**src/rtl/idex_stage_reg_pkg.sv**
```systemverilog
// ---------------------------------------------------------------------------
// idex_stage_reg_pkg
//   Shared definitions for the ID/EX pipeline register slice.
//   Contents:
//     ALU_OP_WIDTH  default width of the ALU operation code
//     REG_IDX_W     register index width (32 architectural registers)
//     REG_ZERO      index of the hard-wired zero register x0
//     aluOpE        ALU operation encodings used by decode and EX
//     updSelE       which update the ID/EX register performs on the next edge
//     selIsBubble() true for update kinds that squash the slot
// ---------------------------------------------------------------------------
package idex_stage_reg_pkg;

  localparam int ALU_OP_WIDTH = 4;
  localparam int REG_IDX_W = 5;
  localparam logic [REG_IDX_W-1:0] REG_ZERO = 5'd0;

  // ALU operation encodings shared between decode and the EX-stage ALU.
  typedef enum logic [ALU_OP_WIDTH-1:0] {
    ALU_ADD  = 4'd0,
    ALU_SUB  = 4'd1,
    ALU_SLL  = 4'd2,
    ALU_SLT  = 4'd3,
    ALU_SLTU = 4'd4,
    ALU_XOR  = 4'd5,
    ALU_SRL  = 4'd6,
    ALU_SRA  = 4'd7,
    ALU_OR   = 4'd8,
    ALU_AND  = 4'd9,
    ALU_LUI  = 4'd10,
    ALU_PASS = 4'd11
  } aluOpE;

  // Kind of update applied to the ID/EX register at the next rising edge,
  // listed in decreasing priority.
  typedef enum logic [2:0] {
    UPD_RESET   = 3'd0,
    UPD_FLUSH   = 3'd1,
    UPD_HOLD    = 3'd2,
    UPD_LOADUSE = 3'd3,
    UPD_IDLE    = 3'd4,
    UPD_LOAD    = 3'd5
  } updSelE;

  // A flushed slot, a load-use bubble and an empty decode slot all load a
  // bubble: controls and register indices are forced to zero.
  function automatic logic selIsBubble(input updSelE sel);
    logic isBubble;
    isBubble = 1'b0;
    case (sel)
      UPD_FLUSH,
      UPD_LOADUSE,
      UPD_IDLE:  isBubble = 1'b1;
      default:   isBubble = 1'b0;
    endcase
    return isBubble;
  endfunction

endpackage

```
**src/rtl/idex_stage_reg_load_use_detect.sv**
```systemverilog
// ---------------------------------------------------------------------------
// load_use_detect
//   Combinational load-use hazard detector. Flags the case where the
//   instruction in EX is a load whose destination is read by the
//   instruction currently in decode, so its data cannot be forwarded in time.
//   Ports:
//     idValid    in   decode holds a real instruction
//     idRs1      in   decode source index 1
//     idRs2      in   decode source index 2
//     idUsesRs1  in   decode instruction actually reads rs1
//     idUsesRs2  in   decode instruction actually reads rs2
//     idexValid  in   EX slot holds a real instruction
//     idexMemrd  in   EX instruction is a load
//     idexRd     in   EX destination index
//     loadUse    out  hazard present
// ---------------------------------------------------------------------------
module load_use_detect
  import idex_stage_reg_pkg::*;
(
  input  logic                 idValid,
  input  logic [REG_IDX_W-1:0] idRs1,
  input  logic [REG_IDX_W-1:0] idRs2,
  input  logic                 idUsesRs1,
  input  logic                 idUsesRs2,
  input  logic                 idexValid,
  input  logic                 idexMemrd,
  input  logic [REG_IDX_W-1:0] idexRd,
  output logic                 loadUse
);

  logic loadInEx;
  logic rs1Hit;
  logic rs2Hit;

  // A load targeting x0 produces nothing anyone can consume, so it never
  // counts as a hazard source. Only sources the instruction really reads are
  // compared, so immediates that happen to alias a register field are ignored.
  always_comb begin
    loadInEx = idexValid & idexMemrd & (idexRd != REG_ZERO);
    rs1Hit   = idUsesRs1 & (idRs1 == idexRd);
    rs2Hit   = idUsesRs2 & (idRs2 == idexRd);
    loadUse  = idValid & loadInEx & (rs1Hit | rs2Hit);
  end

endmodule

```
**src/rtl/idex_stage_reg.sv**
```systemverilog
// ---------------------------------------------------------------------------
// idex_stage_reg
//   ID/EX pipeline register with load-use hazard detection, bubble insertion
//   and branch flush. Also counts inserted load-use bubbles.
//   Ports:
//     clk, rst             clock, synchronous active-high reset
//     id_*                 decoded instruction fields from the ID stage
//     ex_flush             taken branch/jump resolved in EX this cycle
//     hold                 global freeze
//     idex_*               registered copies of the ID fields plus idex_valid
//     stall                freeze PC and IF/ID this cycle (combinational)
//     perf_stall_cnt       saturating count of load-use bubbles since reset
//   Update priority per edge: reset, flush, hold, load-use, normal load.
//   Invariant: idex_valid=0 implies regwr/memrd/memwr/memtoreg/branch=0 and
//   rd/rs1/rs2=0, so forwarding and write-back never match a squashed slot.
// ---------------------------------------------------------------------------
module idex_stage_reg
  import idex_stage_reg_pkg::*;
#(
  parameter int XLEN    = 32,
  parameter int ALUOP_W = ALU_OP_WIDTH,
  parameter int PERF_W  = 16
) (
  input  logic                 clk,
  input  logic                 rst,
  input  logic                 id_valid,
  input  logic [XLEN-1:0]      id_pc,
  input  logic [REG_IDX_W-1:0] id_rs1,
  input  logic [REG_IDX_W-1:0] id_rs2,
  input  logic                 id_uses_rs1,
  input  logic                 id_uses_rs2,
  input  logic [REG_IDX_W-1:0] id_rd,
  input  logic [XLEN-1:0]      id_rs1_data,
  input  logic [XLEN-1:0]      id_rs2_data,
  input  logic [XLEN-1:0]      id_imm,
  input  logic                 id_regwr,
  input  logic                 id_memrd,
  input  logic                 id_memwr,
  input  logic                 id_memtoreg,
  input  logic                 id_alusrc,
  input  logic                 id_branch,
  input  logic [ALUOP_W-1:0]   id_aluop,
  input  logic                 ex_flush,
  input  logic                 hold,
  output logic                 idex_valid,
  output logic [XLEN-1:0]      idex_pc,
  output logic [REG_IDX_W-1:0] idex_rs1,
  output logic [REG_IDX_W-1:0] idex_rs2,
  output logic [REG_IDX_W-1:0] idex_rd,
  output logic [XLEN-1:0]      idex_rs1_data,
  output logic [XLEN-1:0]      idex_rs2_data,
  output logic [XLEN-1:0]      idex_imm,
  output logic                 idex_regwr,
  output logic                 idex_memrd,
  output logic                 idex_memwr,
  output logic                 idex_memtoreg,
  output logic                 idex_alusrc,
  output logic                 idex_branch,
  output logic [ALUOP_W-1:0]   idex_aluop,
  output logic                 stall,
  output logic [PERF_W-1:0]    perf_stall_cnt
);

  logic   loadUse;
  updSelE updSel;
  logic   bubble;

  load_use_detect uLoadUseDetect (
    .idValid   (id_valid),
    .idRs1     (id_rs1),
    .idRs2     (id_rs2),
    .idUsesRs1 (id_uses_rs1),
    .idUsesRs2 (id_uses_rs2),
    .idexValid (idex_valid),
    .idexMemrd (idex_memrd),
    .idexRd    (idex_rd),
    .loadUse   (loadUse)
  );

  // The front end only needs to freeze when this register actually inserts a
  // load-use bubble. A flush discards the decode instruction anyway, and a
  // global hold already freezes everything.
  assign stall = loadUse & ~ex_flush & ~hold & ~rst;

  // Pick the single update kind for the coming edge in priority order.
  always_comb begin
    updSel = UPD_LOAD;
    if (rst) begin
      updSel = UPD_RESET;
    end else if (ex_flush) begin
      updSel = UPD_FLUSH;
    end else if (hold) begin
      updSel = UPD_HOLD;
    end else if (loadUse) begin
      updSel = UPD_LOADUSE;
    end else if (!id_valid) begin
      updSel = UPD_IDLE;
    end
  end

  assign bubble = selIsBubble(updSel);

  // Pipeline register. Data-only fields (pc, operands, immediate, aluop,
  // alusrc) are loaded on every non-hold edge, even for bubbles, since they
  // are meaningless once idex_valid is low; only the fields that can cause
  // side effects or forwarding matches are forced to zero.
  always_ff @(posedge clk) begin
    if (rst) begin
      idex_valid    <= 1'b0;
      idex_pc       <= '0;
      idex_rs1      <= '0;
      idex_rs2      <= '0;
      idex_rd       <= '0;
      idex_rs1_data <= '0;
      idex_rs2_data <= '0;
      idex_imm      <= '0;
      idex_regwr    <= 1'b0;
      idex_memrd    <= 1'b0;
      idex_memwr    <= 1'b0;
      idex_memtoreg <= 1'b0;
      idex_alusrc   <= 1'b0;
      idex_branch   <= 1'b0;
      idex_aluop    <= '0;
    end else if (updSel != UPD_HOLD) begin
      idex_pc       <= id_pc;
      idex_rs1_data <= id_rs1_data;
      idex_rs2_data <= id_rs2_data;
      idex_imm      <= id_imm;
      idex_alusrc   <= id_alusrc;
      idex_aluop    <= id_aluop;
      if (bubble) begin
        idex_valid    <= 1'b0;
        idex_rs1      <= REG_ZERO;
        idex_rs2      <= REG_ZERO;
        idex_rd       <= REG_ZERO;
        idex_regwr    <= 1'b0;
        idex_memrd    <= 1'b0;
        idex_memwr    <= 1'b0;
        idex_memtoreg <= 1'b0;
        idex_branch   <= 1'b0;
      end else begin
        idex_valid    <= 1'b1;
        idex_rs1      <= id_rs1;
        idex_rs2      <= id_rs2;
        idex_rd       <= id_rd;
        idex_regwr    <= id_regwr;
        idex_memrd    <= id_memrd;
        idex_memwr    <= id_memwr;
        idex_memtoreg <= id_memtoreg;
        idex_branch   <= id_branch;
      end
    end
  end

  // Count only real load-use bubbles; flush and idle bubbles are not stalls.
  // The counter sticks at all-ones instead of wrapping.
  always_ff @(posedge clk) begin
    if (rst) begin
      perf_stall_cnt <= '0;
    end else if (updSel == UPD_LOADUSE && perf_stall_cnt != '1) begin
      perf_stall_cnt <= perf_stall_cnt + PERF_W'(1);
    end
  end

endmodule
```
**config.mk**
```make
export PLATFORM = sky130hd
export DESIGN_NAME = idex_stage_reg
export DESIGN_NICKNAME = d
export VERILOG_FILES = /design/src/rtl/idex_stage_reg_pkg.sv /design/src/rtl/idex_stage_reg_load_use_detect.sv /design/src/rtl/idex_stage_reg.sv
export SDC_FILE = /design/constraint.sdc
export NUM_CORES = 1
export LEC_CHECK = 0
export CORE_AREA = 2 2 129 131
export DETAILED_ROUTE_END_ITERATION = 10
export DIE_AREA = 0 0 131 133
export GPL_TIMING_DRIVEN = 0
export HOLD_SLACK_MARGIN = 0.06
export PLACE_DENSITY = 0.74
export SLEW_MARGIN = 20
export SYNTH_ARGS = -nofsm -noshare
export SYNTH_HDL_FRONTEND = slang
export SYNTH_SLANG_ARGS = --single-unit
```
**constraint.sdc**
```tcl
create_clock -name clk -period 2.35 [get_ports clk]
set_input_delay 0.235 -clock clk [delete_from_list [all_inputs] [get_ports clk]]
set_output_delay 0.235 -clock clk [all_outputs]
set_load 0.03 [all_outputs]
```
## Word level (Yosys, flattened, before mapping)

Cells that the tools add are included.

- Register bits: 170
- Bits of input ports: 160
- Output and inout bits: 171
- Word-level logic and storage cells: 55

- Add/subtract/negate cells: 1
- Equality and inequality tests: 7
- Mux-type cells: 15
- Bitwise logic cells: 13
- Reduce and logical (&&, ||, !) cells: 3

Operators with widths:

| cell | number |
|---|---|
| 16-bit by 1-bit adder with 16-bit output, second input constant | 1 |
| 16-bit inequality test, second input constant | 1 |
| 5-bit 2-to-1 mux | 3 |
| 3-bit 2-to-1 mux | 4 |
| 5-bit equality test | 2 |
| 1-bit AND | 9 |
| 1-bit 2-to-1 mux | 8 |
| 5-bit nonzero test | 1 |
| 3-bit by 1-bit equality test with 1-bit output, second input constant | 1 |
| 3-bit by 2-bit equality test with 1-bit output, second input constant | 1 |
| 3-bit equality test, second input constant | 1 |
| 3-bit by 2-bit inequality test with 1-bit output, second input constant | 1 |
| 1-bit NOT | 3 |
| 3-bit OR reduction | 1 |
| 1-bit logical AND | 1 |
| 1-bit bitwise OR | 1 |

## Depth between registers and ports, before layout

- Depth in word-level cells: 12
- Depth in mapped cells: 7
- Depth with buffers taken out: 6

## Modules after synthesis

Synthesis repeated with hierarchy kept, for this count alone.

- Cells, all modules: 764
- Area total of the unflattened synthesis: 6,142.1 µm²

By module, submodules not included:

| module | times used | cells each | area each (µm²) | sequential area each (µm²) |
|---|---|---|---|---|
| idex_stage_reg | 1 | 747 | 6,010.8 | 3,403.3 |
| load_use_detect | 1 | 17 | 131.4 | 0.0 |

## Worst setup path before layout

Ideal clock, no wire load.

- Path kind: register -> output
- Start: register idex_rd[1]
- End: output stall
- Data arrival time: 2.048 ns
- Setup slack: 0.067 ns
- Stages on the path, launching flop included: 6
- Buffers on the path: 0
- Cell sequence: dfxtp_1 > xnor2_1 > nand4_1 > o22ai_1 > nand2_1 > nor4_1

- Cells in the longest elaborated chain, start to end: 7
- Elaborated cells between the ends (all ways): 12
- Those cells by class: eq/ne (2); bitwise (9); reduce/logical (1)

Ends and longest elaborated chain:

| element | line | RTL |
|---|---|---|
| from (decl) | idex_stage_reg.sv:49 | `output logic [REG_IDX_W-1:0] idex_rd,` |
| from (signal assigned) | idex_stage_reg.sv:145 | `idex_rd <= id_rd;` |
| 5-bit equality test (tied with other cells) | idex_stage_reg_load_use_detect.sv:40 | `rs1Hit = idUsesRs1 & (idRs1 == idexRd);` |
| 1-bit AND, on equally long branches | idex_stage_reg_load_use_detect.sv:40, idex_stage_reg_load_use_detect.sv:41, idex_stage_reg_load_use_detect.sv:39 |  |
| 1-bit bitwise OR / 1-bit AND (equally long branches) | idex_stage_reg_load_use_detect.sv:42 | `loadUse = idValid & loadInEx & (rs1Hit \| rs2Hit);` |
| 1-bit AND * | idex_stage_reg_load_use_detect.sv:42 |  |
| 1-bit AND * (3 in series) | idex_stage_reg.sv:83 | `assign stall = loadUse & ~ex_flush & ~hold & ~rst;` |
| to (decl) | idex_stage_reg.sv:60 | `output logic stall,` |

Every way passes the cells marked *; elsewhere a longest branch is shown, timed or not.

## Final worst setup path

- Start: register idex_rd[4]
- End: register perf_stall_cnt[14]

- Cells in the longest elaborated chain, start to end: 10
- Elaborated cells between the ends (all ways): 15
- Those cells by class: eq/ne (3); mux (4); bitwise (6); reduce/logical (2)

Ends and longest elaborated chain:

| element | line | RTL |
|---|---|---|
| 5-bit equality test (tied with other cells) | idex_stage_reg_load_use_detect.sv:40 |  |
| 1-bit AND, on equally long branches | idex_stage_reg_load_use_detect.sv:40, idex_stage_reg_load_use_detect.sv:41, idex_stage_reg_load_use_detect.sv:39 |  |
| 1-bit bitwise OR / 1-bit AND (equally long branches) | idex_stage_reg_load_use_detect.sv:42 |  |
| 1-bit AND * | idex_stage_reg_load_use_detect.sv:42 |  |
| 3-bit 2-to-1 mux * | idex_stage_reg.sv:94 | `end else if (loadUse) begin` |
| 3-bit 2-to-1 mux * | idex_stage_reg.sv:92 | `end else if (hold) begin` |
| 3-bit 2-to-1 mux * | idex_stage_reg.sv:90 | `end else if (ex_flush) begin` |
| 3-bit 2-to-1 mux * | idex_stage_reg.sv:88 | `if (rst) begin` |
| 3-bit by 2-bit equality test with 1-bit output * | idex_stage_reg.sv:160 | `end else if (updSel == UPD_LOADUSE && perf_stall_cnt != '1) begin` |
| 1-bit logical AND * | idex_stage_reg.sv:160 |  |
| to (signal assigned) | idex_stage_reg.sv:161 | `perf_stall_cnt <= perf_stall_cnt + PERF_W'(1);` |
| to (decl) | idex_stage_reg.sv:61 | `output logic [PERF_W-1:0] perf_stall_cnt` |

Marks and branches as above.
A chain may end at the register's enable or synchronous reset.

==> flow_metrics.py <==
metrics = {
    "layout": {
        "final_common_cell": "clkdlybuf4s50_1",
        "final_nets": 983,
        "layout_common_cells": "329 x clkdlybuf4s50_1, 168 x dfxtp_1, 153 x a22o_1",
        "drive_above_1_share_pct": 6.35,
        "diodes": 0,
        "syn_to_final_growth_pct": 74.2,
        "fin_cells": 1055,
    },
    "yosys": {
        "synth.avg_cell_area_um2": 11.9,
        "synth_edf_count": 0,
        "syn_inst": 473,
        "syn-num-nets": 634,
        "yosys_register_bits": 170,
        "yosysWarnings": 0,
        "async_flop_share_pct": 0,
        "synth.distinct_cells": 36,
        "ys_seq_area_share_pct": 60.3,
        "syn_area_um2": 5640,
        "synthFlopType": "dfxtp_1",
    },
    "sta": {
        "tightest_slew_ns": 0.612,
        "finalCritPeriodShare_pct": 97.7,
        "fin_crit_ns": 2.29,
        "drv_slew": 0,
        "fmax_ghz": 0.436,
        "setup_tns_ns": 0,
        "setup_violations": 0,
        "fin_skew_ns": 0.00622,
        "relSlewSlack_pct": 59.1,
        "hold_viol": 0,
    },
    "floorplanning": {
        "die_w_um": 131,
        "core_area_um2": 16200,
        "die-area_um2": 17400,
        "dieHeight_um": 133,
        "num_io_pins": 331,
        "start_util_pct": 34.9,
        "row_count": 47,
    },
    "placed_design": {
        "dp_cells": 1023,
        "post-dp-hpwl_um": 15200,
        "place_congestion": 0.870,
        "io_buffers": 330,
    },
    "pwr": {
        "switching_share_pct": 26.9,
        "vdd_drop_max_mv": 0.473,
        "power_frac_comb_pct": 16.8,
        "p_per_area_nw_per_um2": 722,
        "seqPwrFrac_pct": 44.1,
        "power.share.clock_pct": 39.1,
        "switching_power_mw": 1.91,
        "leakagePower_nw": 3.77,
        "intPower_mw": 5.19,
    },
    "global_routing": {
        "grt.total_usage_pct": 22.5,
        "grt.overflow.total": 0,
        "antenna_found_initial": 0,
        "grt_pass1_vias": 5558,
        "grt_max_degree": 17,
        "grt_pass1_wl_um": 30300,
    },
    "clock_tree": {
        "clkLatencyLatePin_ns": 0.42,
        "root_buffer": "clkbuf_16",
        "cts_tree": "done",
        "htree_levels": 4,
        "clkTransAtPathRegs_ns": 0.07,
        "cts_buffer_depth": 2,
        "cts_made_buffers": 17,
        "clock-sinks": 170,
    },
    "critical_path": {
        "path_max_fanout": 10,
        "startpoint_type": "flop",
        "worstSetupEndpointType": "flop",
        "cp.required_ns": 2.64,
        "critPathKind": "flop to flop",
        "worstPathArrival_ns": 2.58,
    },
    "hold_path": {
        "hold_class": "primary input to flop",
    },
    "route": {
        "wl_per_cell_um": 18.9,
        "drc": 0,
        "routed_wl_um": 20000,
        "num_vias": 5497,
        "drt_iter0_markers": 278,
        "vias_per_cell": 5.21,
        "ant_nets": 0,
        "firstDrtPassIters": 4,
    },
    "status": {
        "status": "complete, no violations",
    },
    "job": {
        "drv_cap": 0,
    },
}
[state kept, by name (all words and copies together), names as in the netlist]
name and cells:
idex_regwr 1, idex_rs2_data 32, idex_aluop 4, idex_imm 32, idex_memwr 1, idex_valid 1, idex_rs1 5, idex_memtoreg 1
idex_rd 5, idex_alusrc 1, perf_stall_cnt 16, idex_memrd 1, idex_branch 1, idex_rs1_data 32, idex_rs2 5, idex_pc 32
[stage by stage]
| step | worst slack (ns) | area [um2] | util, % | hold slack (ns) | power, mW |
|---|---|---|---|---|---|
| CTS | -0.0612 | 9820 | 60.7 | 0.384 | 7.15 |
| finish | 0.0552 | 9830 | 60.8 | 0.399 | 7.10 |
| detailed placement | -0.543 | 9220 | 57.0 | 0.463 | 4.38 |
| global route | -0.0422 | 9830 | 60.8 | 0.394 | 7.35 |
| floorplan | 0.0672 | 5640 | - | 0.361 | 3.71 |
| global placement | -0.519 | 9220 | 57.0 | 0.461 | 4.36 |
[Yosys cell counts (3+ instances only)]
| cell | number | area share (%) |
|---|---|---|
| o31ai_1 | 11 | 1.5 |
| buf_1 | 6 | 0.40 |
| nand3_1 | 12 | 1.1 |
| a22o_1 | 153 | 24 |
| a21oi_1 | 14 | 1.2 |
| mux2_1 | 3 | 0.60 |
| or4_1 | 12 | 1.6 |
| clkbuf_1 | 30 | 2.0 |
| nor2b_1 | 4 | 0.44 |
| dfxtp_1 | 170 | 60 |
| nand2_1 | 9 | 0.60 |
| nor4_1 | 3 | 0.33 |
| nand4_1 | 5 | 0.55 |
| nor2_1 | 7 | 0.47 |
| xnor2_1 | 10 | 1.6 |
[power by group through the flow]
stage                     combinational (mW)  sequential, mW  clock (mW)
final                                   1.19            3.13        2.77
after global routing                    1.25            3.15        2.96
after CTS                               1.20            3.13        2.82
after detailed placement                1.19            3.19           0
after global placement                  1.18            3.18           0
after floorplan                        0.215            3.49           0
[layer usage]
metal | track usage [%] | part of all wire [%] | up-vias
li1 | - | - | 2533
met1 | 26.0 | 39 | 2632
met2 | 38.2 | 50 | 284
met3 | 7.16 | 8.1 | 48
met4 | 9.04 | 3.1 | 0
met5 | 0 | 0 | -
[worst max-delay path: stages, from the launching register on]
cell and delay, ns:
dfxtp_1 0.45, xnor2_1 0.15, nand4_1 0.16, o22a_1 0.34, clkbuf_1 0.27, buf_2 0.26, o31ai_1 0.37, a21oi_1 0.14
[area by class of cell]
class	count	area, um2
clock inverters	13	130
inverters	2	7.51
well taps	220	275
repair buffers	330	3300
flip-flops and latches	170	3410
multi-input cells	262	2100
fillers	1290	6340
plain buffers	39	159
clock buffers	19	453
[cells by family (layout without fill, tap and decap cells)]
| group | count (synthesis) | count (layout) | synth area share (%) |
|---|---|---|---|
| and+or+nand+nor | 64 | 64 | 7.10 |
| xor gates and xnor gates | 10 | 10 | 1.55 |
| muxes | 4 | 4 | 0.799 |
| AOI/OAI and AO/OA | 183 | 183 | 27.1 |
| DFF | 170 | 170 | 60.3 |
| buffers and inverters | 41 | 403 | 2.88 |
| adders and majority gates | 1 | 1 | 0.222 |
[worst paths after layout]
path	end	slack, ns	from	depth (start not counted)
hold reg to reg	idex_pc[14]$_SDFFE_PP0P_	0.48	idex_pc[14]$_SDFFE_PP0P_	1
setup reg to reg	perf_stall_cnt[14]$_SDFFE_PP0P_	0.06	idex_rd[4]$_SDFFE_PP0P_	7
setup / recovery	perf_stall_cnt[14]$_SDFFE_PP0P_	0.06	idex_rd[4]$_SDFFE_PP0P_	7
hold / removal	idex_rd[4]$_SDFFE_PP0P_	0.40	id_rd[4]	2
[what timing repair did]
action / 4_1_cts / 5_1_grt
hold buffers: 0 / 0
buffers inserted: 0 / 0
gates resized for setup: 8 / 10
setup endpoints to repair: 72 / 63
Power figures use the tool's default switching activity.
